===== src/rtl/ms_dbg_mem_arb.sv =====
// Arbiter sharing one single-port RAM between the CPU and a debug unit.
// Debug accesses sit in a one-deep slot and are slipped into the CPU stream.
module ms_dbg_mem_arb #(
    parameter bit          CDbgPrio = 1'b1,
    parameter int unsigned CMaxWait = 4
) (
    input  logic        AClkH,
    input  logic        AResetHN,
    input  logic        AClkHEn,
    input  logic        ADbgMemAccess,
    input  logic [28:0] ADbgMemAddr,
    input  logic [63:0] ADbgMemMosi,
    input  logic [1:0]  ADbgMemWrRdEn,
    output logic [63:0] ADbgMemMiso,
    output logic        ADbgBusy,
    output logic        ADbgOvf,
    input  logic [28:0] ACpuAddr,
    input  logic [63:0] ACpuMosi,
    input  logic [7:0]  ACpuWrEn,
    input  logic        ACpuRdEn,
    output logic [63:0] ACpuMiso,
    output logic        ACpuStall,
    output logic [28:0] AMemAddr,
    output logic [63:0] AMemMosi,
    output logic [7:0]  AMemWrEn,
    output logic        AMemRdEn,
    input  logic [63:0] AMemMiso
);

    localparam int unsigned AddrW = 29;
    localparam int unsigned DataW = 64;
    localparam int unsigned CntW  = 4;

    typedef enum logic [1:0] {
        S_IDLE   = 2'd0,
        S_PEND   = 2'd1,
        S_ISSUE  = 2'd2,
        S_RDWAIT = 2'd3
    } state_t;

    state_t             state;
    logic [AddrW-1:0]   slot_addr;
    logic [DataW-1:0]   slot_data;
    logic               slot_wr;
    logic [CntW-1:0]    wait_cnt;

    logic dbg_req_c;
    logic cpu_act_c;
    logic wait_done_c;

    assign dbg_req_c   = AClkHEn & ADbgMemAccess & (|ADbgMemWrRdEn);
    assign cpu_act_c   = (|ACpuWrEn) | ACpuRdEn;
    assign wait_done_c = (CntW'(wait_cnt + CntW'(1)) == CntW'(CMaxWait));

    // Debug slot sequencing; every transition is gated by the clock enable.
    always_ff @(posedge AClkH or negedge AResetHN) begin
        if (!AResetHN) begin
            state       <= S_IDLE;
            slot_addr   <= '0;
            slot_data   <= '0;
            slot_wr     <= 1'b0;
            wait_cnt    <= '0;
            ADbgMemMiso <= '0;
            ADbgBusy    <= 1'b0;
            ADbgOvf     <= 1'b0;
        end else if (AClkHEn) begin
            // Any request landing while the slot is occupied is lost.
            if (dbg_req_c && (state != S_IDLE)) begin
                ADbgOvf <= 1'b1;
            end
            case (state)
                S_IDLE: begin
                    if (dbg_req_c) begin
                        slot_addr <= ADbgMemAddr;
                        slot_data <= ADbgMemMosi;
                        slot_wr   <= ADbgMemWrRdEn[1];
                        wait_cnt  <= '0;
                        ADbgBusy  <= 1'b1;
                        state     <= S_PEND;
                    end
                end
                S_PEND: begin
                    if (CDbgPrio || !cpu_act_c || wait_done_c) begin
                        state <= S_ISSUE;
                    end else begin
                        wait_cnt <= CntW'(wait_cnt + CntW'(1));
                    end
                end
                S_ISSUE: begin
                    if (slot_wr) begin
                        ADbgBusy <= 1'b0;
                        state    <= S_IDLE;
                    end else begin
                        state <= S_RDWAIT;
                    end
                end
                S_RDWAIT: begin
                    ADbgMemMiso <= AMemMiso;
                    ADbgBusy    <= 1'b0;
                    state       <= S_IDLE;
                end
                default: begin
                    ADbgBusy <= 1'b0;
                    state    <= S_IDLE;
                end
            endcase
        end
    end

    // RAM port mux: debug owns the port only in ISSUE, strobes die when disabled.
    always_comb begin
        AMemAddr  = ACpuAddr;
        AMemMosi  = ACpuMosi;
        AMemWrEn  = ACpuWrEn;
        AMemRdEn  = ACpuRdEn;
        ACpuStall = 1'b0;
        if (state == S_ISSUE) begin
            AMemAddr  = slot_addr;
            AMemMosi  = slot_data;
            AMemWrEn  = slot_wr ? 8'hFF : 8'h00;
            AMemRdEn  = ~slot_wr;
            ACpuStall = cpu_act_c;
        end
        if (!AClkHEn) begin
            AMemWrEn = 8'h00;
            AMemRdEn = 1'b0;
        end
    end

    assign ACpuMiso = AMemMiso;

endmodule


===== config.mk =====
export PLATFORM = sky130hd
export DESIGN_NAME = ms_dbg_mem_arb
export DESIGN_NICKNAME = d
export VERILOG_FILES = /design/src/rtl/ms_dbg_mem_arb.sv
export SDC_FILE = /design/constraint.sdc
export NUM_CORES = 1
export LEC_CHECK = 0
export CORE_AREA = 2 2 195 197
export CTS_BUF_LIST = sky130_fd_sc_hd__clkbuf_2 sky130_fd_sc_hd__clkbuf_4 sky130_fd_sc_hd__clkbuf_8
export DETAILED_ROUTE_END_ITERATION = 6
export DIE_AREA = 0 0 197 199
export PLACE_DENSITY_LB_ADDON = 0.3
export SLEW_MARGIN = 20
export SYNTH_ARGS = -nofsm -noshare
export SYNTH_HDL_FRONTEND = slang
export SYNTH_SLANG_ARGS = --single-unit

===== constraint.sdc =====
create_clock -name AClkH -period 1.55 [get_ports AClkH]
set_clock_uncertainty 0.05 [all_clocks]
set_input_delay 0.31 -clock AClkH [delete_from_list [all_inputs] [get_ports AClkH]]
set_output_delay 0.31 -clock AClkH [all_outputs]
set_load 0.05 [all_outputs]

# Word level (Yosys, flattened, before mapping)
# Index checks and enable logic that the tools add are counted.
[word_totals]
reg_bits = 162
out_inout_bits = 233
word_cells = 41
[classes]
n_reduce_logical = 11
n_mux = 14
eq_ne = 5
n_bitwise = 4
[op_table]
columns = ["cell", "count"]
rows = [
  ["64-bit two-way mux", 1],
  ["29-bit two-way mux", 1],
  ["8-bit two-way mux", 3],
  ["2-bit case mux with 4 select lines", 1],
  ["8-bit OR reduction", 1],
  ["2-bit AND reduction", 3],
  ["1-bit two-way mux", 5],
  ["2-bit equality test (second input constant)", 2],
  ["2-bit two-way mux", 2],
  ["2-bit inequality test (second input constant)", 2],
  ["4-bit AND reduction", 1],
  ["1-bit case mux with 3 select lines", 1],
  ["3-bit AND reduction", 1],
  ["3-bit nonzero test", 1],
  ["1-bit AND", 2],
  ["2-bit by 1-bit equality test with 1-bit output (second input constant)", 1],
  ["2-bit logical NOT", 1],
  ["2-bit nonzero test", 1],
  ["2-bit OR reduction", 1],
  ["1-bit logical AND", 1],
  ["1-bit NOT", 1],
  ["1-bit bitwise OR", 1],
]

# Logic depth before layout (Yosys ltp)
# Gate-level depths: netlist (run 1).
[logic_depth]
depth_word = 4
mapped_depth = 7
mapped_depth_nobuf = 3

# Least setup slack after synthesis (run 1)
# OpenSTA, ideal clock, no wires.
[synth_timing]
path_kind = "register to output"
start = "reg state[0]"
end = "out AMemWrEn[1]"
slack_ns = -0.994
stages_incl_launch_ff = 7
n_path_buf = 3
arrival_time_ns = 2.184
cell_sequence = "dfrtp_1 buf_2 nand2b_1 clkbuf_1 clkbuf_1 nand2_1 a21boi_0"
[synth_between]
elab_chain_cells = 3
[synth_lines]
columns = ["item", "line_no", "text"]
rows = [
  ["start, declared", "41", "state_t state;"],
  ["start signal, assigned", "58", "state <= S_IDLE;"],
  ["start signal, assigned", "79", "state <= S_PEND;"],
  ["start signal, assigned", "84", "state <= S_ISSUE;"],
  ["2-bit equality test", "117", "if (state == S_ISSUE) begin"],
  ["8-bit two-way mux", "117", ""],
  ["8-bit two-way mux", "124", "if (!AClkHEn) begin"],
  ["end, declared", "25", "output logic [7:0] AMemWrEn,"],
]
# Every way passes these cells.

# Worst setup path after layout (run 1)
[layout_timing]
start = "reg state[0]"
end = "out AMemMosi[28]"
[layout_between]
elab_chain_cells = 2
[layout_lines]
columns = ["item", "line_no", "text"]
rows = [
  ["2-bit equality test", "117", ""],
  ["64-bit two-way mux", "117", ""],
  ["end, declared", "24", "output logic [63:0] AMemMosi,"],
]
# Every way passes these cells.

==> results.py, run 1 <==
metrics = {
    "timing": {
        "setup_viol": 263,
        "rsz0062_at_grt": "yes",
        "max_freq_ghz": 0.4541,
        "final_hold_viol_count": 0,
        "tightest_slew_ns": 0.4623,
        "finalCriticalPeriod_ns": 2.202,
        "period_share": 1.421,
        "setup_slack_ns": -0.6523,
        "worst_hold_slack_ns": 0.2685,
        "tns_ns": -113.72,
        "slew_viol_final": 0,
        "relSlewSlack": 0.6918,
    },
    "grt": {
        "antenna_found_initial": 1,
        "grt_usage": 0.1678,
        "top_usage_layer": "met2",
        "use_met3": 0.05002,
        "met1_usage": 0.1978,
        "gr-total-overflow": 0,
        "grt_max_degree": 42,
        "grt_pass1_wl_um": 48470,
        "grt_pass1_vias": 7745,
        "met2_usage": 0.2946,
    },
    "place": {
        "place_area_um2": 16400,
        "dp_hpwl_um": 23820,
        "io_buffers": 497,
        "dp_cells": 1653,
        "dp_slack_ns": -0.5378,
        "routabilityCongestion": 0.7921,
    },
    "cts": {
        "cts_max_level": 4,
        "cts_tree": "yes",
        "insertion_delay_ns": 0.48,
        "cts.sinks": 162,
        "path_clk_slew_ns": 0.09,
        "numCtsBuffers": 17,
        "root_buffer": "clkbuf_8",
        "cts.path.max_buffers": 2,
    },
    "finish": {
        "final_cells": 1724,
        "num-fill-cells": 3243,
        "mostFrequentLayoutCells": "clkdlybuf4s50_1 (263), buf_12 (251), dfrtp_1 (161)",
        "layout_commonest_cell": "clkdlybuf4s50_1",
        "area_growth_pct": 128.5,
        "num_antenna_cells": 0,
        "fin_area_um2": 18270,
        "drive_gt1_frac": 0.5600,
        "final_nets": 1502,
        "utilization": 0.4920,
    },
    "critical_path": {
        "cp.required_ns": 1.19,
        "start_kind": "flip-flop",
        "crit_family": "buffers and inverters",
        "cp_num_buf_inv": 3,
        "worstPathCellList": "nand2b_4 -> buf_12 -> clkbuf_16 -> nand2_2 -> nand2_4 -> buf_12",
        "critical_path_arrival_ns": 1.84,
        "path_common_cell": "buf_12",
        "slowest_stage": "dfrtp_2",
        "crit_fanout": 6,
        "end_kind": "primary output",
        "max_stage_delay_ns": 0.46,
        "crit_type": "flip-flop to primary output",
    },
    "outcome": {
        "status": "finished with violations",
        "violations": "setup timing",
    },
    "route": {
        "vias": 7204,
        "drtIter0Drc": 181,
        "ant_nets": 0,
        "wl_per_cell_um": 19.68,
        "first_pass_iters": 4,
        "via_per_inst": 4.179,
        "drc_errors": 0,
        "routed_wl_um": 33930,
    },
    "worst_hold_path": {
        "hold_path_class": "primary input to async pin",
    },
    "die": {
        "initial_utilization": 0.2153,
        "design.die.area_um2": 39200,
        "die_h_um": 199,
        "num_rows": 71,
        "placeableCoreArea_um2": 37130,
        "die_x_um": 197,
        "ios": 498,
    },
    "synth": {
        "yosysTopAreaCell": "dfrtp_1",
        "avgSynthCellArea_um2": 10.72,
        "synthDistinctLibCells": 23,
        "yosys_register_bits": 162,
        "seq_area_frac_synth": 0.5070,
        "netlist_instances": 746,
        "syn_area_um2": 7996,
        "synth_area_leaders": "dfrtp_1 (51%), mux2_2 (15%), nand2_1 (14%)",
        "syn_nets": 1011,
        "yosysTopAreaCellShare": 0.5070,
        "synth_warnings": 0,
    },
    "power_and_ir_drop": {
        "p_leak_nw": 8.430,
        "finalPower_mw": 38.92,
        "power.density_nw_per_um2": 2130,
        "ir_drop_mv": 1.163,
    },
    "flow_run": {
        "max_cap_violations": 0,
    },
}
[path summary, 6_finish.rpt]
kind | startpoint | end | slack [ns] | cells after the start
min in group AClkH | ADbgMemMosi[62] | slot_data[62] | 0.38 | 2
worst min register to register | slot_data[25] | slot_data[25] | 0.46 | 1
worst max register to register | state[1] | slot_addr[2] | -0.43 | 9
max in group asynchronous | AResetHN | slot_data[57] | 0.60 | 3
worst min-delay path | AResetHN | slot_addr[25] | 0.27 | 2
worst max-delay path | state[0] | AMemMosi[28] | -0.65 | 6
[metal layers]
layer  wire [um]  part of all wire  up-vias
met3        2353             0.069       38
met2       17660              0.52      297
met1       13330              0.39     3517
met5          18           0.00053        -
met4         563             0.017        2
li1            -                 -     3350
[layout make-up]
class / count / area [um2] / share of cell area
timing repair buffer: 577 / 8607 / 0.4711
multi-input combinational: 479 / 4577 / 0.2505
sequential: 162 / 4055 / 0.2220
tap: 474 / 593.1 / 0.03246
clock buffer: 22 / 290.3 / 0.01589
clock inverter: 10 / 147.6 / 0.008081
[sequential cells by signal, indices dropped and copies added (netlist names)]
signal,cells
ADbgOvf,1
state,2
slot_data,64
ADbgMemMiso,64
slot_addr,29
slot_wr,1
ADbgBusy,1
[synthesized netlist by cell type]
cell	instances
clkbuf_1	10
o21bai_1	1
buf_1	5
nor4_1	1
buf_2	21
nand2b_1	2
o22ai_1	1
buf_4	64
and2_1	1
nor2b_1	1
nor3_1	1
a31oi_1	1
o21ai_0	3
o21a_1	2
dfrtp_1	162
mux2_2	109
mux2_4	49
buf_6	6
a21boi_0	8
nor2_1	4
nand3_1	1
o211ai_1	1
nand2_1	292
[report_power, final]
group	internal (mW)	switching, mW
clock network	1.78	1.69
registers	6.37	1.82
logic	13.9	13.4
total	22.0	16.9
[logic make-up (layout without fill, tap and decap cells)]
kind of cell | count (synthesis) | after routing | synth area share
compound gates | 17 | 17 | 0.01471
buf+inv | 106 | 609 | 0.08872
flops | 162 | 162 | 0.5070
mux | 158 | 158 | 0.2455
simple gates | 303 | 304 | 0.1441
[worst reg2reg max path, delay by kind of cell, from the launching register on]
kind / cells / cell delay (ns)
AND/OR/NAND/NOR: 2 / 0.34
buffers and inverters: 6 / 0.79
multiplexers: 1 / 0.31
flip-flops: 1 / 0.40
[repair_timing]
item,4_1_cts,5_1_grt
gates resized for setup,128,84
setup buffers,15,4
hold buffers,1,0
endpoints found under the setup margin,208,262
hold endpoints to repair,29,0
gates cloned,15,6
pin swaps,12,47
(Power assumes the default switching activity.)
==> inputs of run 2 (changes only) <==
SKIP_LAST_GASP = 1   (was default)
==> run 2 against run 1 <==
  * The run still ends with setup timing left
  * Clock power is essentially flat
  * Design area about the same
  * Power up 0.17%
  * Clock-buffer cell count unchanged
  * Sequential power shrank 0.9%
  * Highest routed layer unchanged
==> results.py, run 2 (synthesized netlist as in run 1, its figures left out) <==
metrics = {
    "outcome": {
        "status": "finished with violations",
        "violations": "setup timing",
    },
    "cts": {
        "numCtsBuffers": 17,
        "cts_tree": "yes",
        "cts.sinks": 162,
        "path_clk_slew_ns": 0.09,
        "root_buffer": "clkbuf_8",
        "insertion_delay_ns": 0.47,
        "cts_max_level": 4,
        "cts.path.max_buffers": 2,
    },
    "route": {
        "wl_per_cell_um": 19.90,
        "ant_nets": 0,
        "drtIter0Drc": 163,
        "drc_errors": 0,
        "routed_wl_um": 34370,
        "first_pass_iters": 4,
        "via_per_inst": 4.185,
        "vias": 7228,
    },
    "flow_run": {
        "max_cap_violations": 0,
    },
    "finish": {
        "drive_gt1_frac": 0.5467,
        "final_cells": 1727,
        "fin_area_um2": 18280,
        "layout_commonest_cell": "clkdlybuf4s50_1",
        "num_antenna_cells": 0,
        "final_nets": 1505,
        "area_growth_pct": 128.6,
        "mostFrequentLayoutCells": "clkdlybuf4s50_1 (263), buf_12 (251), dfrtp_1 (161)",
        "largestRegisters": "ADbgMemMiso x64, slot_data x64, slot_addr x29",
    },
    "grt": {
        "grt_pass1_vias": 7730,
        "grt_max_degree": 42,
        "gr-total-overflow": 0,
        "antenna_found_initial": 1,
        "grt_usage": 0.1675,
        "grt_pass1_wl_um": 48420,
    },
    "die": {
        "design.die.area_um2": 39200,
        "initial_utilization": 0.2153,
        "placeableCoreArea_um2": 37130,
        "die_h_um": 199,
        "num_rows": 71,
        "die_x_um": 197,
        "ios": 498,
    },
    "critical_path": {
        "cp.required_ns": 1.19,
        "slowest_stage": "dfrtp_2",
        "crit_family": "buffers and inverters",
        "start_kind": "flip-flop",
        "path_common_cell": "buf_12",
        "cp_num_buf_inv": 3,
        "critical_path_arrival_ns": 1.84,
        "crit_fanout": 6,
        "end_kind": "primary output",
        "crit_type": "flip-flop to primary output",
        "worstPathCellList": "nand2b_4 -> buf_12 -> clkbuf_16 -> nand2_2 -> nand2_4 -> buf_12",
        "max_stage_delay_ns": 0.46,
    },
    "timing": {
        "slew_viol_final": 0,
        "rsz0062_at_grt": "yes",
        "final_hold_viol_count": 0,
        "period_share": 1.416,
        "relSlewSlack": 0.6947,
        "max_freq_ghz": 0.4555,
        "setup_slack_ns": -0.6455,
        "setup_viol": 263,
        "tightest_slew_ns": 0.4580,
        "finalCriticalPeriod_ns": 2.195,
        "worst_hold_slack_ns": 0.2700,
    },
    "place": {
        "place_area_um2": 16400,
        "dp_hpwl_um": 23820,
        "routabilityCongestion": 0.7921,
        "io_buffers": 497,
        "dp_cells": 1653,
    },
    "power_and_ir_drop": {
        "ir_drop_mv": 1.167,
        "power.density_nw_per_um2": 2133,
        "p_leak_nw": 8.408,
    },
    "worst_hold_path": {
        "hold_path_class": "primary input to async pin",
    },
}
-- run 2: layer usage --
metal,wire (um),vias up,track usage
li1,-,3359,-
met1,13770,3540,0.1986
met2,17860,297,0.2935
met3,2232,30,0.04866
met4,479,2,0.04957
met5,20,-,0
-- run 2: worst paths after layout --
path	start	to	slack [ns]	depth (start not counted)
max in group asynchronous	AResetHN	slot_addr[6]	0.61	3
hold reg to reg	slot_data[29]	slot_data[29]	0.46	1
setup / recovery	state[0]	AMemMosi[28]	-0.65	6
hold / removal	AResetHN	slot_addr[25]	0.27	2
setup reg to reg	state[1]	slot_addr[2]	-0.45	9
min in group AClkH	ADbgMemMosi[62]	slot_data[62]	0.39	2
-- run 2: repair_timing --
item	CTS	global route
resized for setup	110	78
pin swaps	12	44
gates cloned	15	11
endpoints found under the hold margin	29	0
setup endpoints to repair	208	262
buffers inserted	15	2
hold buffers	1	0
-- run 2: final cells by class --
type / instances / area [um2]
fill: 3226 / 18860
timing repair buffer: 580 / 8677
multi-input combinational: 479 / 4513
sequential: 162 / 4055
tap: 474 / 593.1
clock buffer: 22 / 290.3
clock inverter: 10 / 147.6
-- run 2: metrics by stage --
step	util	TNS (ns)	total power, mW	worst slack [ns]
2_1_floorplan	-	-11.13	20.52	-0.1675
3_3_place_gp	0.4418	-83.21	32.02	-0.4866
3_5_place_dp	0.4418	-91.04	32.28	-0.5378
4_1_cts	0.4793	-108.64	38.36	-0.7039
5_1_grt	0.4922	-139.05	40.62	-0.7232
6_report	0.4922	-118.18	38.99	-0.6455
-- run 2: power breakdown --
group          total [mW]  switching, mW  internal, mW
logic                27.4           13.4          14.0
registers            8.11           1.74          6.36
clock network        3.46           1.69          1.78
==> inputs of run 3 (changes only) <==
CTS_CLUSTER_SIZE = 30   (was default)
==> results of run 3 <==
Final layout, timing and power as in run 2 (identical DEF).
